<file path="src/rtl/bus_arbiter16.sv">
// Two-requester bus arbiter with a registered shared data path.
// Ownership alternates on contention. A burst limit forces the bus over to a
// waiting requester. An owner with nobody waiting keeps the bus indefinitely.
module bus_arbiter16 #(
   parameter int MAX_BURST = 4
) (
   input  logic        clk,
   input  logic        reset_n,
   input  logic        req_a,
   input  logic [0:15] data_a,
   input  logic        req_b,
   input  logic [0:15] data_b,
   output logic        grant_a,
   output logic        grant_b,
   output logic        sel,
   output logic [0:15] out,
   output logic        out_valid
);

   typedef enum logic [1:0] {
      IDLE  = 2'd0,
      OWN_A = 2'd1,
      OWN_B = 2'd2
   } state_t;

   localparam logic [3:0] BURST_LIMIT = 4'(MAX_BURST);

   state_t     state;
   state_t     next_state;
   logic       last_owner;
   logic [3:0] burst_cnt;
   logic [3:0] burst_inc;
   logic       owner_req;
   logic       other_req;
   logic       xfer;
   logic       entering;

   // Next-state selection, transfer detection and saturating burst count.
   // last_owner = 1 means B held the bus most recently, so A wins the next tie.
   always_comb begin
      owner_req  = 1'b0;
      other_req  = 1'b0;
      next_state = state;
      case (state)
         OWN_A: begin
            owner_req = req_a;
            other_req = req_b;
         end
         OWN_B: begin
            owner_req = req_b;
            other_req = req_a;
         end
         default: begin
            owner_req = 1'b0;
            other_req = 1'b0;
         end
      endcase
      xfer      = owner_req;
      burst_inc = (burst_cnt >= BURST_LIMIT) ? burst_cnt : burst_cnt + 4'd1;
      case (state)
         IDLE: begin
            if (req_a && req_b) begin
               next_state = last_owner ? OWN_A : OWN_B;
            end else if (req_a) begin
               next_state = OWN_A;
            end else if (req_b) begin
               next_state = OWN_B;
            end else begin
               next_state = IDLE;
            end
         end
         OWN_A: begin
            if (!req_a) begin
               next_state = req_b ? OWN_B : IDLE;
            end else if (req_b && (burst_inc == BURST_LIMIT)) begin
               next_state = OWN_B;
            end else begin
               next_state = OWN_A;
            end
         end
         OWN_B: begin
            if (!req_b) begin
               next_state = req_a ? OWN_A : IDLE;
            end else if (req_a && (burst_inc == BURST_LIMIT)) begin
               next_state = OWN_A;
            end else begin
               next_state = OWN_B;
            end
         end
         default: next_state = IDLE;
      endcase
      entering = (next_state != state) && (next_state != IDLE);
   end

   // State register; last_owner remembers who entered ownership most recently.
   always_ff @(posedge clk or negedge reset_n) begin
      if (!reset_n) begin
         state      <= IDLE;
         last_owner <= 1'b1;
      end else begin
         state <= next_state;
         if (entering) begin
            last_owner <= (next_state == OWN_B);
         end
      end
   end

   // Burst counter restarts on each new ownership and counts transfers.
   always_ff @(posedge clk or negedge reset_n) begin
      if (!reset_n) begin
         burst_cnt <= 4'd0;
      end else if (entering) begin
         burst_cnt <= 4'd0;
      end else if (xfer) begin
         burst_cnt <= burst_inc;
      end
   end

   // Shared data register; holds its value on cycles without a transfer.
   always_ff @(posedge clk or negedge reset_n) begin
      if (!reset_n) begin
         out       <= 16'h0000;
         out_valid <= 1'b0;
      end else begin
         out_valid <= xfer;
         if (xfer) begin
            out <= (state == OWN_B) ? data_b : data_a;
         end
      end
   end

   assign grant_a = (state == OWN_A);
   assign grant_b = (state == OWN_B);
   assign sel     = (state == OWN_B);

endmodule

</file>
<file path="config.mk">
export PLATFORM = sky130hd
export DESIGN_NAME = bus_arbiter16
export DESIGN_NICKNAME = d
export VERILOG_FILES = /design/src/rtl/bus_arbiter16.sv
export SDC_FILE = /design/constraint.sdc
export NUM_CORES = 1
export LEC_CHECK = 0
export ABC_AREA = 1
export CORE_UTILIZATION = 45
export DETAILED_ROUTE_END_ITERATION = 8
export GPL_TIMING_DRIVEN = 0
export HOLD_SLACK_MARGIN = 0.03
export PLACE_DENSITY = 0.95
export SETUP_SLACK_MARGIN = 0.3
export SLEW_MARGIN = 20
export SYNTH_ARGS = -nofsm -noshare
export SYNTH_HDL_FRONTEND = slang
export SYNTH_SLANG_ARGS = --single-unit
</file>
<file path="constraint.sdc">
create_clock -name clk -period 2.3 [get_ports clk]
set_input_delay 0.23 -clock clk [delete_from_list [all_inputs] [get_ports clk]]
set_output_delay 0.23 -clock clk [all_outputs]
set_load 0.01 [all_outputs]
</file>
; ---- Word level (Yosys, flattened, before mapping)
; Cells that the tools add are included.
[totals]
reg_bits = 24
[op_classes]
add_sub_neg = 1
n_lt_le_gt_ge = 1
eq_ne = 5
muxes = 15
n_reduce_logical = 7
[ops]
columns = op, count
row1 = 16-bit 2-to-1 mux, 1
row2 = 2-bit 2-to-1 mux, 8
row3 = 4-bit 2-to-1 mux, 3
row4 = 2-bit case mux with 3 select lines, 1
row5 = "4-bit by 1-bit adder with 4-bit output, second input constant", 1
row6 = "2-bit equality test, second input constant", 2
row7 = "4-bit by 3-bit equality test with 1-bit output, second input constant", 1
row8 = "4-bit by 3-bit greater-or-equal comparator with 1-bit output, second input constant", 1
row9 = 1-bit logical AND, 4
row10 = 2-bit nonzero test, 2
row11 = "2-bit by 1-bit equality test with 1-bit output, second input constant", 1
row12 = 2-bit zero test, 1
row13 = 2-bit != test, 1
row14 = 1-bit case mux with 2 select lines, 1
row15 = 1-bit 2-to-1 mux, 1

; ---- Logic depth before layout (Yosys ltp)
; Gate-level depths: netlist of the first run.
[logic_depth]
word_depth = 10
depth_mapped = 14

; ---- Least setup slack after synthesis of the first run
; Ideal clock, no wire load.
[synth_timing]
path_type = register to register
start = register state[0]
end = register out[0] (netlist name)
setup_time_ps = 141
arrival_time_ps = 1526
slack_ps = 634
stages_incl_launch_ff = 10
synth_period_minus_slack_ps = 1666
path_cell_list = dfrtp_1 inv_1 ha_1 buf_6 nand2_1 nand2_1 nand2_1 inv_2 clkbuf_1 a31oi_1
[synth_between]
elab_chain_len = 2
[synth_lines]
columns = item, line
row1 = "start, declared", 28  ; state_t state;
row2 = "start signal, assigned", 101  ; state <= next_state;
row3 = 2-bit equality test, -
row4 = named net grant_b, 14  ; output logic grant_b,
row5 = 1-bit case mux with 2 select lines, 44  ; case (state)
row6 = named net owner_req, 33  ; logic owner_req;
row7 = "end signal, assigned", 127  ; out <= (state == OWN_B) ? data_b : data_a;
row8 = "end, declared", 16  ; output logic [0:15] out,
; The timed path passes the listed nets, and every way through them passes these cells.
; A chain may end at the register's enable or synchronous reset.

; ---- Worst setup path after layout of the first run
[layout_timing]
start = register state[0]
end = output port sel
[layout_between]
elab_chain_len = 1
[layout_lines]
columns = item, line
row1 = 2-bit equality test, -
row2 = "end, declared", 15  ; output logic sel,
; No other way between the ends.

==> impl_metrics.sql, run 1 <==
INSERT INTO impl_metrics (metric_group, metric, value, unit) VALUES
('sta', 'grt_setup_unrepaired', 'false', ''),
('clocking', 'clkTransAtPathRegs', '0.13', 'ns'),
('logic_synthesis', 'synth_adder_area_share', '4.84', '%'),
('sta', 'max_freq', '522', 'MHz'),
('placed_design', 'post-dp-hpwl', '2410', 'um'),
('logic_synthesis', 'synth_top_cells_by_count', 'sky130_fd_sc_hd__nand2_1, sky130_fd_sc_hd__dfrtp_1, sky130_fd_sc_hd__nor2_1', ''),
('finish', 'diodes', '0', ''),
('logic_synthesis', 'synth_most_common_cell', 'sky130_fd_sc_hd__nand2_1', ''),
('logic_synthesis', 'largest_family_of_logic_cells_by_synthesized_area', 'simple AND/OR/NAND/NOR gates', ''),
('drt', 'drt_iter0_drc', '10', ''),
('critical_path', 'rrSetupSlack', '0.49', 'ns'),
('drt', 'post-route-drc-count', '0', ''),
('logic_synthesis', 'dominant_synthesized_flop_cell', 'sky130_fd_sc_hd__dfrtp_1', ''),
('finish', 'final_net_count', '267', ''),
('finish', 'layout-area-overhead-vs-synth', '49.1', '%'),
('logic_synthesis', 'synthMuxAreaShare', '0', '%'),
('die', 'die_height', '55.6', 'um'),
('global_routing', 'first_global_vias', '1326', ''),
('logic_synthesis', 'synth.ff_latch_count', '24', ''),
('logic_synthesis', 'netlist_top_cells_area', 'sky130_fd_sc_hd__dfrtp_1, sky130_fd_sc_hd__nand2_1, sky130_fd_sc_hd__a31oi_1', ''),
('run_status', 'result_of_the_run', 'finished, final reports clean', ''),
('logic_synthesis', 'synth_cell_area', '0.00129', 'sq mm'),
('logic_synthesis', 'avgSynthCellArea', '7.83', 'sq um'),
('placed_design', 'place_congestion', '0.748', ''),
('power', 'p_leak', '0.882', 'nW'),
('clocking', 'clkSinkCount', '24', ''),
('critical_path', 'critical_path.top_delay_family', 'buffers and inverters', ''),
('critical_path', 'setup.worst_path.class', 'reg2out', ''),
('finish', 'utilization', '70.5', '%'),
('power', 'power.density_cell_area', '1180', 'mW/mm^2'),
('run', 'maxCapViolCount', '0', ''),
('power', 'peak_supply_drop', '816', 'uV'),
('critical_path', 'crit_path_end_kind', 'output port', ''),
('critical_path', 'worst-path-buf-inv', '3', ''),
('drt', 'route.vias.total', '1307', ''),
('logic_synthesis', 'synth_top_cell_by_area', 'sky130_fd_sc_hd__dfrtp_1', ''),
('logic_synthesis', 'proportion_of_synthesized_chip_area_in_sequential_cells', '46.6', '%'),
('logic_synthesis', 'ys_types', '20', ''),
('logic_synthesis', 'synth-xor-area-share', '0', '%'),
('global_routing', 'pin_count_of_the_biggest_net_entering_global_routing', '25', ''),
('die', 'die_area', '0.00309', 'sq mm'),
('logic_synthesis', 'synth_async_sr_flop_share', '100', '%'),
('drt', 'dr.pass1.iters', '4', ''),
('logic_synthesis', 'mappedNetlistNets', '206', ''),
('clocking', 'postCtsSetupBuffers', '0', ''),
('power', 'finalPower', '2.28', 'mW'),
('die', 'placeable_core_region', '0.00273', 'sq mm'),
('die', 'chip_width', '55.6', 'um'),
('global_routing', 'grt_antenna_before_repair', '0', ''),
('global_routing', 'grt_first_pass_wirelength', '5270', 'um'),
('sta', 'setup_viol_count_final', '0', ''),
('logic_synthesis', 'syn-instance-count', '165', ''),
('clocking', 'clock-root-buffer', 'sky130_fd_sc_hd__clkbuf_4', ''),
('clocking', 'number_of_h_tree_branching_levels', '1', ''),
('logic_synthesis', 'synth_compound_area_share', '11.0', '%'),
('sta', 'final_min_period_over_clock_period', '83.4', '%'),
('finish', 'multiInputGateArea', '603', 'sq um'),
('global_routing', 'globalRoute.totalOverflow', '0', ''),
('clocking', 'cts-buffers-inserted', '3', ''),
('global_routing', 'gr-usage-all-layers', '21.4', '%'),
('sta', 'final_hold_viol_count', '0', ''),
('drt', 'routedWlPerCell', '11.8', 'um'),
('logic_synthesis', 'synth_enable_flop_cells', '0', ''),
('clocking', 'insertion_delay', '0.31', 'ns'),
('die', 'io_pins', '56', ''),
('critical_path', 'crit_path_cell_trace', 'inv_1 > ha_4 > buf_4 > clkdlybuf4s50_1', ''),
('critical_path', 'cp.arrival', '1.69', 'ns'),
('critical_path', 'worstReg2RegStart', 'state[0]', ''),
('finish', 'layout.area.seq', '602', 'sq um'),
('worst_hold_path', 'worst_hold_path_type', 'in2async', ''),
('sta', 'skew', '0.0116', 'ns');
## metal layers
metal  vias up  global-route usage [%]  wire length, um
li1        650                       -                -
met1       609                    22.8             1200
met2        44                    39.2             1550
met3         4                    5.58              232
met4         0                    9.64               40
met5         -                       0                0
## cells in the final DEF, fill, tap and decap left out
master                             n
sky130_fd_sc_hd__nand2_4           1
sky130_fd_sc_hd__dlygate4sd3_1     1
sky130_fd_sc_hd__nand4_1           2
sky130_fd_sc_hd__ha_1              4
sky130_fd_sc_hd__nand2_1          53
sky130_fd_sc_hd__nor2_2            1
sky130_fd_sc_hd__inv_1            15
sky130_fd_sc_hd__clkbuf_2          1
sky130_fd_sc_hd__buf_2             3
sky130_fd_sc_hd__nand3_2           2
sky130_fd_sc_hd__dfstp_2           1
sky130_fd_sc_hd__o21ai_2           2
sky130_fd_sc_hd__o21ai_0           5
sky130_fd_sc_hd__inv_2             1
sky130_fd_sc_hd__nand2_2           6
sky130_fd_sc_hd__clkbuf_1          3
sky130_fd_sc_hd__buf_6             1
sky130_fd_sc_hd__dfrtp_1          23
sky130_fd_sc_hd__ha_4              1
sky130_fd_sc_hd__nor2_1           21
sky130_fd_sc_hd__a31oi_1          16
sky130_fd_sc_hd__nand3_1           4
sky130_fd_sc_hd__clkbuf_4          3
sky130_fd_sc_hd__clkdlybuf4s50_1  54
sky130_fd_sc_hd__buf_4             1
## report_power, final
group | total, mW | leakage, nW | internal [mW] | switching, mW
sequential | 0.745 | 0.283 | 0.620 | 0.125
combinational | 1.34 | 0.584 | 0.651 | 0.691
clock | 0.190 | 0.0150 | 0.0677 | 0.122
total | 2.28 | 0.882 | 1.34 | 0.939
## cell type report
class,instances,share of cell area [%]
repair buffers,56,28.8
plain buffers,7,2.14
clock buffers,4,1.36
well taps,31,2.01
inverters,16,3.12
flip-flops and latches,24,31.2
multi-input cells,118,31.3
## worst register-to-register path, stage by stage (launching register included)
cell and delay [ns]:
sky130_fd_sc_hd__dfrtp_1 0.44, sky130_fd_sc_hd__inv_1 0.12, sky130_fd_sc_hd__ha_4 0.19, sky130_fd_sc_hd__buf_6 0.14, sky130_fd_sc_hd__inv_1 0.17, sky130_fd_sc_hd__clkbuf_1 0.37, sky130_fd_sc_hd__nand2_1 0.12, sky130_fd_sc_hd__a31oi_1 0.19
## worst max-delay path by stage
stage	startpoint	end	depth (start not counted)
detailed placement	state[0]	out[0]	9
finish	state[0]	sel	4
floorplan	state[0]	out[0]	9
global placement	state[0]	out[6]	9
CTS	state[0]	sel	4
global route	state[0]	sel	4
## through the flow
step / setup slack [ns] / instances / cell area (sq um)
floorplan: 0.634 / 165 / 1290
CTS: 0.353 / 255 / 1910
finish: 0.382 / 256 / 1930
detailed placement: 0.383 / 251 / 1880
global route: 0.296 / 256 / 1930
global placement: 0.422 / 251 / 1880
## flip-flops by register name, indices dropped and copies added (netlist names)
name and count:
out 16, last_owner 1, burst_cnt 4, out_valid 1, state 2
## logic make-up after synthesis
| kind of cell | Yosys count |
|---|---|
| buffers and inverters | 23 |
| flip-flops | 24 |
| AND/OR/NAND/NOR | 90 |
| adder cells (fa/ha/maj) | 5 |
| AO/OA/AOI/OAI | 23 |
## timing repair
item                       CTS  global route
hold endpoints to repair     0            23
hold buffers                 0             1
setup endpoints to repair    0            12
gates resized for setup      0             4
(Power assumes the default switching activity.)
==> inputs of run 2 (changes only) <==
--- a/config.mk
+++ b/config.mk
@@ -6,11 +6,11 @@
 export NUM_CORES = 1
 export LEC_CHECK = 0
 export ABC_AREA = 1
-export CORE_UTILIZATION = 45
+export CORE_UTILIZATION = 38
 export DETAILED_ROUTE_END_ITERATION = 8
 export GPL_TIMING_DRIVEN = 0
 export HOLD_SLACK_MARGIN = 0.03
-export PLACE_DENSITY = 0.95
+export PLACE_DENSITY = 0.86
 export SETUP_SLACK_MARGIN = 0.3
 export SLEW_MARGIN = 20
 export SYNTH_ARGS = -nofsm -noshare
==> constraint.sdc (replaced) <==
create_clock -name clk -period 1.7 [get_ports clk]
set_input_delay 0.17 -clock clk [delete_from_list [all_inputs] [get_ports clk]]
set_output_delay 0.17 -clock clk [all_outputs]
set_load 0.01 [all_outputs]
==> run 2 against run 1 <==
Effect of this change: first-iteration DRC count rose to 3.6 times the previous value; non-clock buffer count is 17 higher; worst setup slack lost 0.43 ns; clock power up 35%; cell count rose by 12%; global-route usage shrank 0.89 points; cell area is 20% higher; the flow now finishes with violations (setup timing); critical endpoint is now burst_cnt[1]; largest power group unchanged.
==> impl_metrics.sql, run 2 (synthesis results as in run 1) <==
INSERT INTO impl_metrics (metric_group, metric, value, unit) VALUES
('run_status', 'result_of_the_run', 'complete, but fails checks', ''),
('run_status', 'failed_checks', 'setup timing', ''),
('die', 'initial_core_util', '41.3', '%'),
('worst_hold_path', 'worst_hold_path_type', 'in2async', ''),
('die', 'row_count', '20', ''),
('finish', 'stdcell_area', '0.00232', 'sq mm'),
('clocking', 'clock-root-buffer', 'sky130_fd_sc_hd__clkbuf_4', ''),
('clocking', 'number_of_h_tree_branching_levels', '1', ''),
('clocking', 'cts_tree', 'built', ''),
('die', 'die_area', '0.00364', 'sq mm'),
('finish', 'largest_registers', 'out x16, burst_cnt x4, state x2', ''),
('sta', 'setup_viol_count_final', '5', ''),
('critical_path', 'crit_path_cell_trace', 'ha_1 > inv_1 > nand2_2 > o21ai_4 > nand3_2 > nand2_1 > nand2_1 > nand3_2 > nand2_2 > inv_1 > nand2_4 > nand2_4 > nor2_2', ''),
('global_routing', 'gr-usage-all-layers', '20.5', '%'),
('power', 'power.density_cell_area', '1660', 'mW/mm^2'),
('global_routing', 'grt_antenna_before_repair', '0', ''),
('sta', 'final_min_period_over_clock_period', '103', '%'),
('drt', 'routedWlPerCell', '13.5', 'um'),
('die', 'chip_width', '60.3', 'um'),
('critical_path', 'rrSetupSlack', '-0.05', 'ns'),
('placed_design', 'post-dp-hpwl', '2450', 'um'),
('finish', 'max_ffs_per_register', '16', ''),
('critical_path', 'cpPeakStageDelay', '0.42', 'ns'),
('sta', 'finalSetupTns', '-0.208', 'ns'),
('finish', 'layout-area-overhead-vs-synth', '79.5', '%'),
('global_routing', 'pin_count_of_the_biggest_net_entering_global_routing', '25', ''),
('die', 'io_pins', '56', ''),
('critical_path', 'setup.worst_path.class', 'reg2reg', ''),
('finish', 'final_net_count', '285', ''),
('sta', 'fin_hold_ws', '0.352', 'ns'),
('drt', 'ant_nets', '0', ''),
('critical_path', 'worstReg2RegStart', 'burst_cnt[0]', ''),
('sta', 'skew', '0.0170', 'ns'),
('finish', 'layout_commonest_cell', 'sky130_fd_sc_hd__nand2_1', ''),
('die', 'placeable_core_region', '0.00313', 'sq mm'),
('critical_path', 'worst-path-buf-inv', '2', ''),
('finish', 'final_layout_size_suffix_gt1_share', '30.5', '%'),
('drt', 'vias_per_cell', '4.87', ''),
('drt', 'route.vias.total', '1397', ''),
('sta', 'grt_setup_unrepaired', 'true', ''),
('clocking', 'maximum_buffer_depth_of_the_clock_tree', '2', ''),
('critical_path', 'cp.arrival', '1.97', 'ns'),
('drt', 'routed_wire_length', '3880', 'um'),
('critical_path', 'critical_path.top_delay_family', 'simple AND/OR/NAND/NOR gates', ''),
('sta', 'tightestPinTransition', '0.528', 'ns'),
('run', 'maxCapViolCount', '0', ''),
('sta', 'timing.final.ws_setup', '-0.0473', 'ns'),
('critical_path', 'crit_path_end_kind', 'flip-flop', ''),
('critical_path', 'cp_slowest_cell', 'sky130_fd_sc_hd__dfrtp_1', ''),
('placed_design', 'place_congestion', '0.773', ''),
('die', 'die_height', '60.3', 'um'),
('placed_design', 'placedInstanceArea', '0.00192', 'sq mm'),
('placed_design', 'preCtsSetupSlack', '-0.0649', 'ns'),
('sta', 'final-max-slew-violation-count', '0', ''),
('critical_path', 'crit_path_start_kind', 'flip-flop', ''),
('critical_path', 'required_arrival_time_at_the_worst_endpoint', '1.92', 'ns'),
('critical_path', 'r2r.worst_path.cells', '13', ''),
('drt', 'post-route-drc-count', '0', ''),
('clocking', 'cts-buffers-inserted', '3', ''),
('sta', 'max-slew-margin-rel', '64.8', '%'),
('finish', 'largest-register', 'out', ''),
('global_routing', 'first_global_vias', '1306', ''),
('clocking', 'insertion_delay', '0.32', 'ns'),
('placed_design', 'place.port_buffers', '55', ''),
('clocking', 'clkTransAtPathRegs', '0.14', 'ns'),
('critical_path', 'critical_path_peak_fanout', '4', ''),
('power', 'peak_supply_drop', '1070', 'uV'),
('global_routing', 'grt_first_pass_wirelength', '5460', 'um'),
('sta', 'max_freq', '572', 'MHz'),
('finish', 'fillerInstances', '214', ''),
('drt', 'drt_iter0_drc', '36', ''),
('finish', 'mostFrequentLayoutCells', 'sky130_fd_sc_hd__nand2_1, sky130_fd_sc_hd__clkdlybuf4s50_1, sky130_fd_sc_hd__dfrtp_1', ''),
('power', 'p_leak', '1.10', 'nW'),
('drt', 'dr.pass1.iters', '4', ''),
('sta', 'final_hold_viol_count', '0', ''),
('global_routing', 'globalRoute.totalOverflow', '0', ''),
('finish', 'diodes', '0', ''),
('sta', 'layout_min_cycle_time', '1.75', 'ns'),
('critical_path', 'capture_point_of_the_worst_reg_to_reg_path', 'burst_cnt[1]', ''),
('clocking', 'clkSinkCount', '24', ''),
('finish', 'utilization', '74.2', '%');
==> run 2: how the worst max path moves through the flow <==
| stage | startpoint | end | slack (ns) | depth (start not counted) |
|---|---|---|---|---|
| 2_1_floorplan | burst_cnt[1] | burst_cnt[0] | 0.14 | 13 |
| 3_3_place_gp | state[0] | out[6] | 0.01 | 10 |
| 3_5_place_dp | state[0] | out[15] | -0.06 | 10 |
| 4_1_cts | burst_cnt[1] | burst_cnt[0] | 0.005 | 13 |
| 5_1_grt | burst_cnt[0] | burst_cnt[3] | -0.18 | 14 |
| 6_report | burst_cnt[0] | burst_cnt[1] | -0.05 | 13 |
==> run 2: layout make-up <==
class                      count  area (sq um)  share of cell area (%)
timing repair buffer          73           753                    32.5
multi-input combinational    118           719                    31.0
timing repair inverter         1          7.51                   0.324
inverter                      16          71.3                    3.07
tap                           44          55.1                    2.37
clock buffer                   4          26.3                    1.13
buffer                         7          83.8                    3.61
sequential                    24           603                    26.0
==> run 2: stage by stage <==
stage          instances  power [mW]
2_1_floorplan        165        2.07
3_3_place_gp         264        2.80
3_5_place_dp         264        2.87
4_1_cts              274        3.18
5_1_grt              287        4.13
6_report             287        3.86
==> run 2: where the power goes <==
part | switching [mW] | internal [mW] | total (mW) | leakage, nW
clock | 0.166 | 0.0917 | 0.257 | 0.0150
combinational | 1.28 | 1.31 | 2.59 | 0.806
sequential | 0.171 | 0.841 | 1.01 | 0.282
==> run 2: what timing repair did <==
action | in CTS | in global routing
gates cloned | 0 | 3
hold endpoints to repair | 0 | 23
gates resized for setup | 21 | 60
pin swaps | 1 | 9
endpoints found under the setup margin | 33 | 37
setup buffers | 6 | 9
hold buffers | 0 | 1
==> run 2: routing by layer <==
metal | up-vias | part of all wire, % | GRT usage (%) | wire (um)
met2 | 57 | 53 | 36.6 | 2070
met4 | 0 | 2.2 | 9.63 | 87
met5 | - | 0 | 0 | 0
met1 | 650 | 37 | 22.5 | 1440
met3 | 10 | 7.2 | 5.41 | 279
li1 | 680 | - | - | -
==> inputs of run 3 (changes only) <==
--- a/config.mk
+++ b/config.mk
@@ -12,7 +12,7 @@
 export HOLD_SLACK_MARGIN = 0.03
 export PLACE_DENSITY = 0.86
 export SETUP_SLACK_MARGIN = 0.3
-export SLEW_MARGIN = 20
+export SLEW_MARGIN = 10
 export SYNTH_ARGS = -nofsm -noshare
 export SYNTH_HDL_FRONTEND = slang
 export SYNTH_SLANG_ARGS = --single-unit
==> run 3 against run 2 <==
Effect of this change: the run still ends with setup timing left; sequential power about the same; die area unchanged; non-clock buffer count down 1; clock skew about the same; flip-flop and latch count unchanged; cell count down 0.35%; combinational power about the same; via count down 0.36%; sequential share of layout area up 0.056 points; first-iteration DRC count down 5.6%; largest power group unchanged.
==> impl_metrics.sql, run 3 (synthesis results as in run 1) <==
INSERT INTO impl_metrics (metric_group, metric, value, unit) VALUES
('run_status', 'result_of_the_run', 'complete, but fails checks', ''),
('run_status', 'failed_checks', 'setup timing', ''),
('sta', 'final_hold_viol_count', '0', ''),
('sta', 'timing.final.ws_setup', '-0.0408', 'ns'),
('die', 'initial_core_util', '41.3', '%'),
('power', 'p_leak', '1.10', 'nW'),
('critical_path', 'cp.arrival', '1.96', 'ns'),
('power', 'peak_supply_drop', '1070', 'uV'),
('finish', 'final_net_count', '284', ''),
('power', 'clockPowerShare', '6.7', '%'),
('drt', 'routed_wire_length', '3840', 'um'),
('power', 'power_frac_comb', '67.1', '%'),
('global_routing', 'gr-usage-met2', '36.6', '%'),
('clocking', 'clock-root-buffer', 'sky130_fd_sc_hd__clkbuf_4', ''),
('finish', 'final_layout_size_suffix_gt1_share', '30.2', '%'),
('sta', 'max-slew-margin-rel', '31.6', '%'),
('global_routing', 'gr-usage-all-layers', '20.5', '%'),
('sta', 'fin_hold_ws', '0.393', 'ns'),
('sta', 'final-max-slew-violation-count', '0', ''),
('finish', 'largest-register', 'out', ''),
('sta', 'finalSetupTns', '-0.173', 'ns'),
('clocking', 'cts_tree', 'built', ''),
('sta', 'layout_min_cycle_time', '1.74', 'ns'),
('power', 'sw_frac_of_total', '41.9', '%'),
('drt', 'dr.pass1.iters', '4', ''),
('finish', 'final_cell_count_no_fill', '286', ''),
('die', 'die_height', '60.3', 'um'),
('global_routing', 'met3_resource_use_gr', '5.41', '%'),
('finish', 'mostFrequentLayoutCells', 'sky130_fd_sc_hd__nand2_1, sky130_fd_sc_hd__clkdlybuf4s50_1, sky130_fd_sc_hd__dfrtp_1', ''),
('run', 'maxCapViolCount', '0', ''),
('placed_design', 'place_congestion', '0.773', ''),
('clocking', 'insertion_delay', '0.32', 'ns'),
('clocking', 'maximum_buffer_depth_of_the_clock_tree', '2', ''),
('global_routing', 'first_global_vias', '1306', ''),
('global_routing', 'grt_busiest_layer', 'met2', ''),
('critical_path', 'worstReg2RegStart', 'burst_cnt[0]', ''),
('die', 'chip_width', '60.3', 'um'),
('critical_path', 'crit_path_end_kind', 'flip-flop', ''),
('die', 'placeable_core_region', '0.00313', 'sq mm'),
('clocking', 'number_of_h_tree_branching_levels', '1', ''),
('global_routing', 'met1_grt_util', '22.5', '%'),
('finish', 'largest_registers', 'out x16, burst_cnt x4, state x2', ''),
('worst_hold_path', 'worst_hold_path_type', 'in2async', ''),
('critical_path', 'required_arrival_time_at_the_worst_endpoint', '1.92', 'ns'),
('sta', 'max_freq', '574', 'MHz'),
('finish', 'max_ffs_per_register', '16', ''),
('sta', 'setup_viol_count_final', '5', ''),
('critical_path', 'crit_path_start_kind', 'flip-flop', ''),
('finish', 'layout_commonest_cell', 'sky130_fd_sc_hd__nand2_1', ''),
('die', 'row_count', '20', ''),
('drt', 'routedWlPerCell', '13.4', 'um'),
('drt', 'post-route-drc-count', '0', ''),
('clocking', 'clkSinkCount', '24', ''),
('critical_path', 'crit_path_cell_trace', 'ha_1 > inv_1 > nand2_2 > o21ai_4 > nand3_2 > nand2_1 > nand2_1 > nand3_2 > nand2_2 > inv_1 > nand2_4 > nand2_4 > nor2_2', ''),
('clocking', 'clkTransAtPathRegs', '0.14', 'ns'),
('power', 'power.internal', '2.24', 'mW'),
('clocking', 'count_of_hold_buffers_inserted_by_post_cts_repair', '0', ''),
('die', 'die_area', '0.00364', 'sq mm'),
('sta', 'grt_setup_unrepaired', 'true', ''),
('sta', 'tightestPinTransition', '1.02', 'ns'),
('sta', 'final_min_period_over_clock_period', '102', '%'),
('critical_path', 'setup.worst_path.class', 'reg2reg', ''),
('global_routing', 'globalRoute.totalOverflow', '0', ''),
('global_routing', 'grt_first_pass_wirelength', '5460', 'um'),
('critical_path', 'cpPeakStageDelay', '0.41', 'ns'),
('placed_design', 'number_of_instances_in_the_placed_design', '264', ''),
('placed_design', 'place.port_buffers', '55', ''),
('power', 'switchingPower', '1.62', 'mW'),
('drt', 'route.vias.total', '1392', ''),
('drt', 'vias_per_cell', '4.87', ''),
('global_routing', 'grt_antenna_before_repair', '0', ''),
('critical_path', 'rrSetupSlack', '-0.04', 'ns'),
('critical_path', 'cp_slowest_cell', 'sky130_fd_sc_hd__dfrtp_1', ''),
('finish', 'diodes', '0', ''),
('sta', 'skew', '0.0169', 'ns'),
('power', 'power_frac_seq', '26.2', '%'),
('finish', 'layout-area-overhead-vs-synth', '79.1', '%'),
('global_routing', 'pin_count_of_the_biggest_net_entering_global_routing', '25', ''),
('critical_path', 'r2r.worst_path.cells', '13', ''),
('drt', 'drt_iter0_drc', '34', ''),
('drt', 'ant_nets', '0', ''),
('die', 'io_pins', '56', ''),
('clocking', 'cts-buffers-inserted', '3', ''),
('critical_path', 'critical_path_peak_fanout', '4', ''),
('critical_path', 'capture_point_of_the_worst_reg_to_reg_path', 'burst_cnt[1]', ''),
('placed_design', 'post-dp-hpwl', '2450', 'um'),
('power', 'power.density_cell_area', '1670', 'mW/mm^2');
-- run 3: changes by cell type in the layout (fill, tap and decap cells not counted), sizes merged --
cell / change
buf: -1
clkdlybuf4s50: +1
dlygate4sd3: -1
-- run 3: worst max path at each step --
| stage | startpoint | endpoint | slack (ns) | cells past startpoint |
|---|---|---|---|---|
| after floorplan | burst_cnt[1] | burst_cnt[0] | 0.14 | 13 |
| after global placement | state[0] | out[6] | 0.01 | 10 |
| after detailed placement | state[0] | out[15] | -0.06 | 10 |
| after CTS | burst_cnt[1] | burst_cnt[0] | 0.005 | 13 |
| after global routing | burst_cnt[0] | burst_cnt[3] | -0.18 | 14 |
| final | burst_cnt[0] | burst_cnt[1] | -0.04 | 13 |
-- run 3: repair_timing --
action	4_1_cts	5_1_grt
endpoints found under the setup margin	33	37
gates resized for setup	21	60
buffers inserted	6	9
pin swaps	1	9
gates cloned	0	3
-- run 3: metrics by stage --
stage	setup slack (ns)	util [%]	area, sq um	total power [mW]
finish	-0.0408	74.0	2310	3.86
detailed placement	-0.0649	61.4	1920	2.87
floorplan	0.139	-	1320	2.07
global placement	0.0149	61.4	1920	2.80
global route	-0.176	74.0	2310	4.13
CTS	0.00524	63.9	2000	3.18
-- run 3: power by group through the flow --
| stage | clock network (mW) | logic, mW | registers (mW) |
|---|---|---|---|
| 6_report | 0.257 | 2.59 | 1.01 |
| 3_3_place_gp | 0 | 1.78 | 1.01 |
| 3_5_place_dp | 0 | 1.85 | 1.02 |
| 5_1_grt | 0.289 | 2.79 | 1.04 |
| 4_1_cts | 0.256 | 1.94 | 0.983 |
| 2_1_floorplan | 0 | 0.974 | 1.10 |
-- run 3: final cells by class --
class                           instances  area, sq um
Multi-Input combinational cell        118          719
Buffer                                  7         83.8
Fill cell                             216          813
Tap cell                               44         55.1
Inverter                               16         71.3
Clock buffer                            4         26.3
Timing Repair Buffer                   72          748
Sequential cell                        24          603
Timing Repair inverter                  1         7.51
-- run 3: layer usage --
layer / vias to the layer above / part of all wire [%]
met5: - / 0
met2: 56 / 54
li1: 678 / -
met4: 0 / 2.3
met3: 10 / 7.5
met1: 648 / 36
-- run 3: worst max-delay path, delay by kind of cell, from the launching register on --
family	cells	cell delay, ns
buffers and inverters	2	0.19
and+or+nand+nor	9	0.64
AOI/OAI and AO/OA	1	0.09
adders and majority gates	1	0.30
DFF	1	0.41
